===== src/rtl/joypad_port_pkg.sv =====
// joypad_port_pkg: register addresses, button bit indices and scanner state encoding
package joypad_port_pkg;
  localparam logic [15:0] ADDR_PAD0 = 16'h4016;
  localparam logic [15:0] ADDR_PAD1 = 16'h4017;
  localparam int BTN_A      = 0;
  localparam int BTN_B      = 1;
  localparam int BTN_SELECT = 2;
  localparam int BTN_START  = 3;
  localparam int BTN_UP     = 4;
  localparam int BTN_DOWN   = 5;
  localparam int BTN_LEFT   = 6;
  localparam int BTN_RIGHT  = 7;
  localparam logic [2:0] S_IDLE  = 3'd0;
  localparam logic [2:0] S_LATCH = 3'd1;
  localparam logic [2:0] S_LOW   = 3'd2;
  localparam logic [2:0] S_HIGH  = 3'd3;
  localparam logic [2:0] S_DONE  = 3'd4;
endpackage


===== src/rtl/joypad_scanner.sv =====
// joypad_scanner: autonomous latch/clock/data scanner for two serial pads
module joypad_scanner
  import joypad_port_pkg::*;
#(
  parameter logic [15:0] HALF_PERIOD = 16'd256,
  parameter logic [15:0] POLL_CYCLES = 16'd50000
) (
  input  logic       clk,
  input  logic       reset,
  input  logic [1:0] pad_data,
  output logic       pad_latch,
  output logic       pad_clk,
  output logic [7:0] snap0,
  output logic [7:0] snap1
);
  logic [2:0] state;
  logic [2:0] idx;
  logic [15:0] cnt;
  logic [15:0] len;
  logic last;
  logic [7:0] acc0, acc1;
  always_comb len = state == S_IDLE ? POLL_CYCLES : state == S_LATCH ? {HALF_PERIOD[14:0], 1'b0} : HALF_PERIOD;
  assign last = cnt == len - 16'd1;
  assign pad_latch = state == S_LATCH;
  assign pad_clk = state == S_HIGH;
  always_ff @(posedge clk)
    if (reset) begin
      state <= S_IDLE;
      cnt <= '0;
      idx <= '0;
      acc0 <= '0;
      acc1 <= '0;
      snap0 <= '0;
      snap1 <= '0;
    end else begin
      cnt <= (last || state == S_DONE) ? '0 : cnt + 16'd1;
      if (state == S_DONE) begin
        snap0 <= acc0;
        snap1 <= acc1;
        state <= S_IDLE;
      end else if (last) begin
        state <= state == S_IDLE ? S_LATCH : state == S_LATCH ? S_LOW : state == S_LOW ? S_HIGH : idx == 3'd7 ? S_DONE : S_LOW;
        if (state == S_LATCH) idx <= '0;
        if (state == S_HIGH) idx <= idx + 3'd1;
        if (state == S_LOW) begin
          acc0[idx] <= ~pad_data[0];
          acc1[idx] <= ~pad_data[1];
        end
      end
    end
endmodule


===== src/rtl/joypad_port.sv =====
// joypad_port: NES $4016/$4017 controller registers backed by a pad scanner
module joypad_port
  import joypad_port_pkg::*;
#(
  parameter logic [15:0] HALF_PERIOD = 16'd256,
  parameter logic [15:0] POLL_CYCLES = 16'd50000
) (
  input  logic        clk,
  input  logic        reset,
  input  logic        ce,
  input  logic [15:0] addr,
  input  logic [7:0]  din,
  input  logic        mr,
  input  logic        mw,
  output logic [7:0]  dout,
  output logic        sel,
  output logic        pad_latch,
  output logic        pad_clk,
  input  logic [1:0]  pad_data
);
  logic strobe;
  logic hit0, hit1, b;
  logic [7:0] sr0, sr1, snap0, snap1;
  logic unused_din;
  assign unused_din = ^din[7:1];
  assign hit0 = addr == ADDR_PAD0;
  assign hit1 = addr == ADDR_PAD1;
  assign sel = (hit0 || hit1) && mr;
  always_comb b = hit1 ? (strobe ? snap1[BTN_A] : sr1[0]) : (strobe ? snap0[BTN_A] : sr0[0]);
  assign dout = {7'b0100000, b};
  always_ff @(posedge clk)
    if (reset) begin
      strobe <= 1'b0;
      sr0 <= '0;
      sr1 <= '0;
    end else if (ce) begin
      if (mw && hit0) strobe <= din[0];
      if (strobe) begin
        sr0 <= snap0;
        sr1 <= snap1;
      end else if (mr) begin
        if (hit0) sr0 <= {1'b1, sr0[7:1]};
        if (hit1) sr1 <= {1'b1, sr1[7:1]};
      end
    end
  joypad_scanner #(.HALF_PERIOD(HALF_PERIOD), .POLL_CYCLES(POLL_CYCLES)) u_scan (
    .clk(clk),
    .reset(reset),
    .pad_data(pad_data),
    .pad_latch(pad_latch),
    .pad_clk(pad_clk),
    .snap0(snap0),
    .snap1(snap1)
  );
endmodule

===== config.mk =====
export PLATFORM = sky130hd
export DESIGN_NAME = joypad_port
export DESIGN_NICKNAME = d
export VERILOG_FILES = /design/src/rtl/joypad_port_pkg.sv /design/src/rtl/joypad_scanner.sv /design/src/rtl/joypad_port.sv
export SDC_FILE = /design/constraint.sdc
export NUM_CORES = 1
export LEC_CHECK = 0
export CORE_MARGIN = 4
export CORE_UTILIZATION = 60
export DETAILED_ROUTE_END_ITERATION = 10
export GPL_TIMING_DRIVEN = 0
export PLACE_DENSITY = 0.87
export SETUP_SLACK_MARGIN = 0.2
export SLEW_MARGIN = 15
export SYNTH_ARGS = -nofsm -noshare
export SYNTH_HDL_FRONTEND = slang
export SYNTH_SLANG_ARGS = --single-unit

===== constraint.sdc =====
create_clock -name clk -period 5.25 [get_ports clk]
set_clock_uncertainty 0.15 [all_clocks]
set_input_delay 1.575 -clock clk [delete_from_list [all_inputs] [get_ports clk]]
set_output_delay 1.575 -clock clk [all_outputs]
set_load 0.01 [all_outputs]

Word-level counts from Yosys, hierarchy flattened. Cells that the tools add are included.

$lt $le $gt $ge: 2. Bitwise operators: 3. Mux-type cells: 21. Equality and inequality tests: 8. Add/sub/neg operators: 3. Reduce and logical (&&, ||, !) cells: 17.

Operators by type and width (number): 2-to-1 mux 8 bit (6); == test 16 x 15 -> 1 bit, second input constant (2); 2-to-1 mux 3 bit (6); adder 16 x 1 -> 16 bit, second input constant (1); bitwise mux 8 bit (2); == test 16 bit (1); 2-to-1 mux 16 bit (1); subtractor 16 x 1 -> 16 bit, second input constant (1); AND reduction 3 bit (4); 2-to-1 mux 10 bit (1); nonzero test 2 bit (4); == test 3 x 2 -> 1 bit, second input constant (2); == test 3 bit, second input constant (2); < comparator 3 x 4 -> 1 bit, second input constant (1); 2-to-1 mux 1 bit (4); OR reduction 2 bit (2); adder 3 x 1 -> 3 bit, second input constant (1); demux 1 bit (select 3 bit) (1); == test 3 x 1 -> 1 bit, second input constant (1); greater-or-equal comparator 3 x 1 -> 1 bit, second input constant (1); logical AND 1 bit (3); logical NOT 3 bit (1); NOT 1 bit (3); logical OR 1 bit (2); AND reduction 2 bit (1).

Register bits after elaboration: 71. Bits of input ports: 31.

Depth between registers and ports, before layout. Gate-level depths: netlist of the first run.

Depth after elaboration: 7. Depth in mapped cells: 7. Mapped depth without buffers: 5.

Hierarchy. Synthesis of the first run repeated with hierarchy kept, for this count alone.

Cells, all modules: 390. Area total of the unflattened synthesis: 3639.7 µm².

By module, submodules not included: joypad_scanner (instances 1, seq. area each 1081.0 µm², cells an instance 285, area an instance 2583.7 µm²); joypad_port (instances 1, seq. area each 340.3 µm², cells an instance 105, area an instance 1056.0 µm²).

Least setup slack after synthesis of the first run. No wires, ideal clock.

Path kind: input -> output. From: in addr[5]. To: out dout[0]. Arrival: 2811 ps. Cell stages on the path: 5. Slack: 714 ps. Cells stage by stage: nor4bb_1 and4_1 nand2_1 mux4_2 buf_4.

Cells in the longest elaborated chain, start to end: 2.

RTL lines: from (decl) (RTL line joypad_port.sv:11) `input logic [15:0] addr,`; == test 16 x 15 -> 1 bit (RTL line joypad_port.sv:27) `assign hit1 = addr == ADDR_PAD1;`; 2-to-1 mux 1 bit (RTL line joypad_port.sv:29) `always_comb b = hit1 ? (strobe ? snap1[BTN_A] : sr1[0]) : (strobe ? snap0[BTN_A] : sr0[0]);`; to (decl) (RTL line joypad_port.sv:15) `output logic [7:0] dout,`.

Every way passes these cells.

Final worst setup path of the first run.
From: in addr[12]. To: out dout[0].

The elaborated chain is that of the path after synthesis.

==> results of run 1 <==
-- per-layer routing --
metal  track usage  up-vias  part of all wire
met5             0        -                 0
met4        0.0819        0             0.019
met3        0.0750       12             0.073
met2         0.377      144              0.46
met1         0.307     1474              0.44
li1              -     1533                 -
-- cells in the mapped netlist (7+ instances only) --
| cell type | number |
|---|---|
| dfxtp_1 | 71 |
| nand2_1 | 60 |
| nor2_1 | 26 |
| nor3_1 | 22 |
| clkbuf_1 | 20 |
| mux2i_1 | 19 |
| a21oi_1 | 18 |
| a211oi_1 | 17 |
| o221ai_1 | 14 |
| buf_4 | 10 |
| nor4_1 | 10 |
| o211ai_1 | 10 |
| nand3_1 | 9 |
| nor4b_1 | 8 |
| xnor2_1 | 8 |
| inv_1 | 7 |
-- final cells by class --
type | instances | area (um2)
buffer | 36 | 210
clock buffer | 11 | 151
clock inverter | 5 | 104
fill | 391 | 1350
inverter | 8 | 30.0
multi-input combinational | 287 | 1870
sequential | 71 | 1420
tap | 72 | 90.1
timing repair buffer | 30 | 312
-- layout by cell type (no fill, tap or decap), types with 13 or more instances in the layout --
cell type,count
clkbuf_1,19
dfxtp_1,71
nor3_1,22
a211oi_1,17
o221ai_1,14
a21oi_1,18
nand2_1,58
clkbuf_8,13
buf_4,14
nor2_1,26
mux2i_1,19
-- tightest hold or removal path: cells and delay by family (launching register included) --
kind / cells / cell delay, ns
flip-flops: 1 / 0.31
AND/OR/NAND/NOR: 1 / 0.05
AO/OA/AOI/OAI: 1 / 0.05
-- state kept, by name (all words and copies together) (netlist names) --
signal and flops:
strobe 1, u_scan.acc0 8, sr1 8, u_scan.snap1 8
u_scan.snap0 8, sr0 8, u_scan.state 3, u_scan.acc1 8
u_scan.idx 3, u_scan.cnt 16
-- what timing repair did --
action	in CTS	in global routing
endpoints found under the setup margin	2	2
resized for setup	15	17
setup buffers	2	3
cloned	0	0
pin swaps	2	4
-- through the flow --
step / std cells / TNS (ns) / util
floorplan: 402 / 0 / -
global placement: 499 / -0.662 / 0.687
CTS: 517 / 0 / 0.744
finish: 520 / 0 / 0.756
global route: 520 / 0 / 0.756
detailed placement: 499 / -0.748 / 0.687
-- final timing paths --
| kind | start | end | slack (ns) |
|---|---|---|---|
| worst max register to register | u_scan.cnt[0] | u_scan.cnt[4] | 3.02 |
| worst max-delay path | addr[12] | dout[0] | 0.21 |
| worst min register to register | u_scan.acc0[2] | u_scan.snap0[2] | 0.30 |
| worst min-delay path | u_scan.acc0[2] | u_scan.snap0[2] | 0.30 |
-- cell families (layout without fill, tap and decap cells) --
family	Yosys count	after routing	synth area share
AND/OR/NAND/NOR	170	170	0.260
multiplexers	21	21	0.0650
AO/OA/AOI/OAI	75	75	0.156
XOR/XNOR	11	11	0.0280
adder cells (fa/ha/maj)	3	3	0.0109
other	2	7	0.00218
buffers and inverters	44	90	0.0654
flip-flops	71	71	0.413
-- power by group through the flow --
stage / sequential [W] / clock (W) / combinational (W)
floorplan: 0.000554 / 0 / 0.0000305
global placement: 0.000555 / 0 / 0.0000539
detailed placement: 0.000555 / 0 / 0.0000545
CTS: 0.000542 / 0.000552 / 0.0000576
global route: 0.000542 / 0.000576 / 0.0000641
finish: 0.000542 / 0.000546 / 0.0000591
==> metrics.yaml, run 1 <==
hold_path:
  hold_path_class: "flop to flop"
  hold_depth: 2
clock_tree:
  cts.sinks: 71
  clk_path_buf_depth: 2
  cts_hold_buf: 0
  cts_tree: "yes"
  insertion_delay_ns: 0.35
  cts_buffers: 9
  cts.clk_slew.worst_paths_ns: 0.07
  htree_levels: 3
  cts-root-buf: "clkbuf_8"
status:
  outcome: "completed"
critical_path:
  worst_path_most_repeated_cell: "buf_6"
  crit_type: "input pin to primary output"
  setup.worst_path.start_class: "input pin"
  cp-end-kind: "primary output"
  slowest_stage: "mux4_2"
  worstPathCellList: "clkdlybuf4s50_1 -> nor3_1 -> and4_4 -> nand2_2 -> mux4_2 -> buf_6 -> buf_6"
  arrival_ns: 3.32
  crit_buf_inv: 3
  rr_worst_depth: 7
  crit_family: "buffers and inverters"
  cp.required_ns: 3.53
  cp_max_fo: 3
  cp.depth: 7
  slowest_delay_ns: 0.44
synthesis:
  synthCells: 397
  synth_top_area_cell: "dfxtp_1"
  synth_top_area_share: 0.413
  ys_warn_count: 0
  netlist_area_um2: 3440
  synth_async_sr_flop_share: 0
  avgSynthCellArea_um2: 8.68
  synth_edf_count: 0
  ys_ff_latch: 71
  synth_area_leaders: "dfxtp_1 (41%), nand2_1 (6.5%), mux2i_1 (5.5%)"
  yosysUniqueCellTypes: 51
  yosysSeqAreaShare: 0.413
  ys.flop_type: "dfxtp_1"
power_and_ir_drop:
  pwr-share-clk: 0.476
  power.internal_w: 0.000910
  vdd_drop_max_v: 0.000192
  p_leak_nw: 1.59
  sw_frac_of_total: 0.207
  p_switching_w: 0.000237
  pwr-share-seq: 0.473
  combPwrFrac: 0.052
  total_power_w: 0.00115
  power_density_nw_per_um2: 274
sta:
  setup_violations: 0
  setup_slack_ns: 0.207
  slew-limit-headroom: 0.561
  hold_viol: 0
  tightest_slew_ns: 0.653
  fin_crit_sh: 0.961
  clock.fmax_mhz: 198
  rsz0062_at_grt: "no"
  fin_hold_ws_ns: 0.303
  post-route-min-period_ns: 5.04
  finalMaxSlewViolations: 0
grt:
  antenna_found_initial: 0
  grt_max_degree: 13
  grt_pass1_vias: 2904
  grt-ovfl-total: 0
  grt_pass1_wl_mm: 13.7
  grt_util_all_layers: 0.238
die:
  die_area_um2: 7020
  die_w_um: 83.8
  boundaryPins: 42
  initial_core_util: 0.622
  num_rows: 27
  die_h_um: 83.8
  coreArea_um2: 5540
place:
  placed_cell_area_um2: 3800
  io_buffer_count: 25
  hpwl_mm: 5.58
  pre_cts_slack_ns: -0.382
  gp_congestion: 0.872
cells_and_area:
  drive_above_1_share: 0.123
  num_antenna_cells: 0
  area_delta_synth_final_pct: 21.6
  design_area_um2: 4190
  nets: 477
route:
  first_pass_iters: 6
  drc_errors: 0
  drt.antenna.violating_nets: 0
  drt_iter0_markers: 231
  routedWlPerCell_um: 15.8
  wl_mm: 8.22
  num_vias: 3163
  vias_per_cell: 6.08
run:
  maxCapViolCount: 0
(Power assumes the default switching activity.)
==> inputs of run 2 (changes only) <==
CORE_UTILIZATION = 50   (was 60)
CTS_BUF_LIST = sky130_fd_sc_hd__clkbuf_4 sky130_fd_sc_hd__clkbuf_8   (was default)
PLACE_DENSITY = 0.75   (was 0.87)
==> metrics.yaml, run 2 (same netlist as run 1, synthesis figures left out) <==
critical_path:
  startpoint: "addr[14]"
  crit_type: "input pin to primary output"
  cp.required_ns: 3.53  # about the same
  reg2reg_from: "u_scan.cnt[0]"
  setup.worst_path.start_class: "input pin"
  setup.worst_path.end: "dout[0]"
  cp_max_fo: 2  # -1
  r2r_slack_ns: 3.07  # +0.05 ns
  rr_worst_depth: 6  # -1
  arrival_ns: 3.25  # -0.07 ns
  worst_r2r_endpoint: "u_scan.state[0]"
  cp-end-kind: "primary output"
cells_and_area:
  nFillCells: 584  # +49%
  design_area_um2: 4100  # -2.1%
  drive_above_1_share: 0.117  # -0.00591
  final_common_cell: "dfxtp_1"
  regMostFlops: "u_scan.cnt"
  nets: 475  # -0.42%
  largest_register_ffs: 16  # unchanged
  area_delta_synth_final_pct: 19.1
  mostFrequentLayoutCells: "dfxtp_1 (71), nand2_1 (58), nor2_1 (26)"
  fin_util: 0.628  # -0.128
  num_antenna_cells: 0  # unchanged
route:
  drc_errors: 0  # unchanged
  drt.antenna.violating_nets: 0  # unchanged
  drt_iter0_markers: 217  # -6.1%
  wl_mm: 8.00  # -2.6%
  first_pass_iters: 4  # -2
  routedWlPerCell_um: 15.3  # -3.0%
  vias_per_cell: 5.89  # -3.1%
  num_vias: 3076  # -2.8%
grt:
  grt_util_all_layers: 0.197  # -0.0415
  grt-ovfl-total: 0  # unchanged
  grt_pass1_vias: 2791  # -3.9%
  grt_max_degree: 12  # -1
  grt_pass1_wl_mm: 13.5  # -1.1%
  antenna_found_initial: 0  # unchanged
clock_tree:
  cts_hold_buf: 0  # unchanged
  htree_levels: 3  # unchanged
  cts.sinks: 71  # unchanged
  clk_path_buf_depth: 2  # unchanged
  cts.clk_slew.worst_paths_ns: 0.07  # about the same
  insertion_delay_ns: 0.34  # about the same
  cts_tree: "yes"
  cts_buffers: 9  # unchanged
  cts-root-buf: "clkbuf_8"
sta:
  tightest_slew_ns: 0.704  # +0.0509 ns
  finalMaxSlewViolations: 0  # unchanged
  slew-limit-headroom: 0.527  # -0.0342
  rsz0062_at_grt: "no"
  post-route-min-period_ns: 4.98  # -0.0682 ns
  setup_slack_ns: 0.275  # +0.0682 ns
  hold_viol: 0  # unchanged
  fin_crit_sh: 0.948  # -0.0130
  setup_violations: 0  # unchanged
  clock.fmax_mhz: 201  # +1.4%
hold_path:
  hold_path_class: "flop to flop"
die:
  coreArea_um2: 6530  # +18%
  num_rows: 29  # +7.4%
  initial_core_util: 0.527  # -0.0943
  boundaryPins: 42  # unchanged
  die_w_um: 91  # +8.6%
  die_h_um: 91  # +8.6%
  die_area_um2: 8280  # +18%
run:
  maxCapViolCount: 0  # unchanged
power_and_ir_drop:
  pwr-share-seq: 0.524  # +0.051
  vdd_drop_max_v: 0.000159  # -17%
  sw_frac_of_total: 0.219  # +0.0124
  p_leak_nw: 1.50  # -5.7%
  pwr-share-clk: 0.420  # -0.056
  p_switching_w: 0.000227  # -4.3%
  power.internal_w: 0.000808  # -11%
  power_density_nw_per_um2: 252  # -7.8%
  combPwrFrac: 0.057  # +0.005
place:
  io_buffer_count: 25  # unchanged
  hpwl_mm: 5.65  # +1.3%
  gp_congestion: 0.867  # -0.54%
  placed_cell_area_um2: 3810  # +0.16%
  pre_cts_slack_ns: -0.378  # +0.00329 ns
status:
  outcome: "completed"
## run 2: cell types whose count changed in the layout (fill, tap and decap cells not counted), moves of 2 or more
cell	previous run	this run
dlymetal6s2s_1	10	4
dlygate4sd2_1	2	5
buf_4	14	12
bufinv_16	3	1
clkdlybuf4s50_1	12	14
clkbuf_4	0	2
## run 2: final cells by class
class / count / area, um2 / area share
Multi-Input combinational cell: 287 / 1870 / 0.456
Sequential cell: 71 / 1420 / 0.347
Timing Repair Buffer: 28 / 278 / 0.0677
Buffer: 36 / 210 / 0.0513
Clock buffer: 12 / 153 / 0.0372
Tap cell: 77 / 96.3 / 0.0235
Clock inverter: 3 / 43.8 / 0.0107
Inverter: 8 / 30.0 / 0.00732
## run 2: metrics by stage
step | instances | hold WS (ns) | setup TNS, ns | power, W
floorplan | 402 | 0.282 | 0 | 0.000585
global placement | 504 | 0.295 | -0.663 | 0.000609
detailed placement | 504 | 0.299 | -0.756 | 0.000610
CTS | 521 | 0.309 | 0 | 0.00104
global route | 522 | 0.318 | 0 | 0.00107
finish | 522 | 0.308 | 0 | 0.00104
## run 2: worst min-delay path by stage
stage | from | end | slack (ns) | cells past startpoint
after CTS | u_scan.snap0[3] | u_scan.snap0[3] | 0.31 | 2
after global routing | u_scan.snap0[7] | u_scan.snap0[7] | 0.32 | 2
final | u_scan.acc0[2] | u_scan.snap0[2] | 0.31 | 2
after global placement | u_scan.acc0[2] | u_scan.snap0[2] | 0.30 | 2
after floorplan | u_scan.acc0[1] | u_scan.snap0[1] | 0.28 | 2
after detailed placement | u_scan.snap0[3] | u_scan.snap0[3] | 0.30 | 2
## run 2: repair_timing
action / CTS / global route
pin swaps: 4 / 4
resized for setup: 25 / 6
endpoints found under the setup margin: 2 / 2
gates cloned: 0 / 0
buffers inserted: 2 / 1
## run 2: routing by layer
metal	part of all wire	GRT usage
met5	0	0
met4	0.019	0.0817
met3	0.060	0.0364
met2	0.44	0.288
met1	0.48	0.285
## run 2: worst max-delay path, stage by stage
cell             delay [ns]
clkdlybuf4s50_1        0.46
nor4bb_4               0.22
and4_4                 0.27
nand2_2                0.06
mux4_2                 0.44
buf_6                  0.13
buf_6                  0.11
## run 2: power groups by stage
| stage | Clock [W] | Combinational, W | Sequential (W) |
|---|---|---|---|
| after global placement | 0 | 0.0000542 | 0.000555 |
| after CTS | 0.000442 | 0.0000581 | 0.000542 |
| after global routing | 0.000466 | 0.0000632 | 0.000542 |
| after floorplan | 0 | 0.0000305 | 0.000554 |
| final | 0.000434 | 0.0000587 | 0.000542 |
| after detailed placement | 0 | 0.0000552 | 0.000555 |
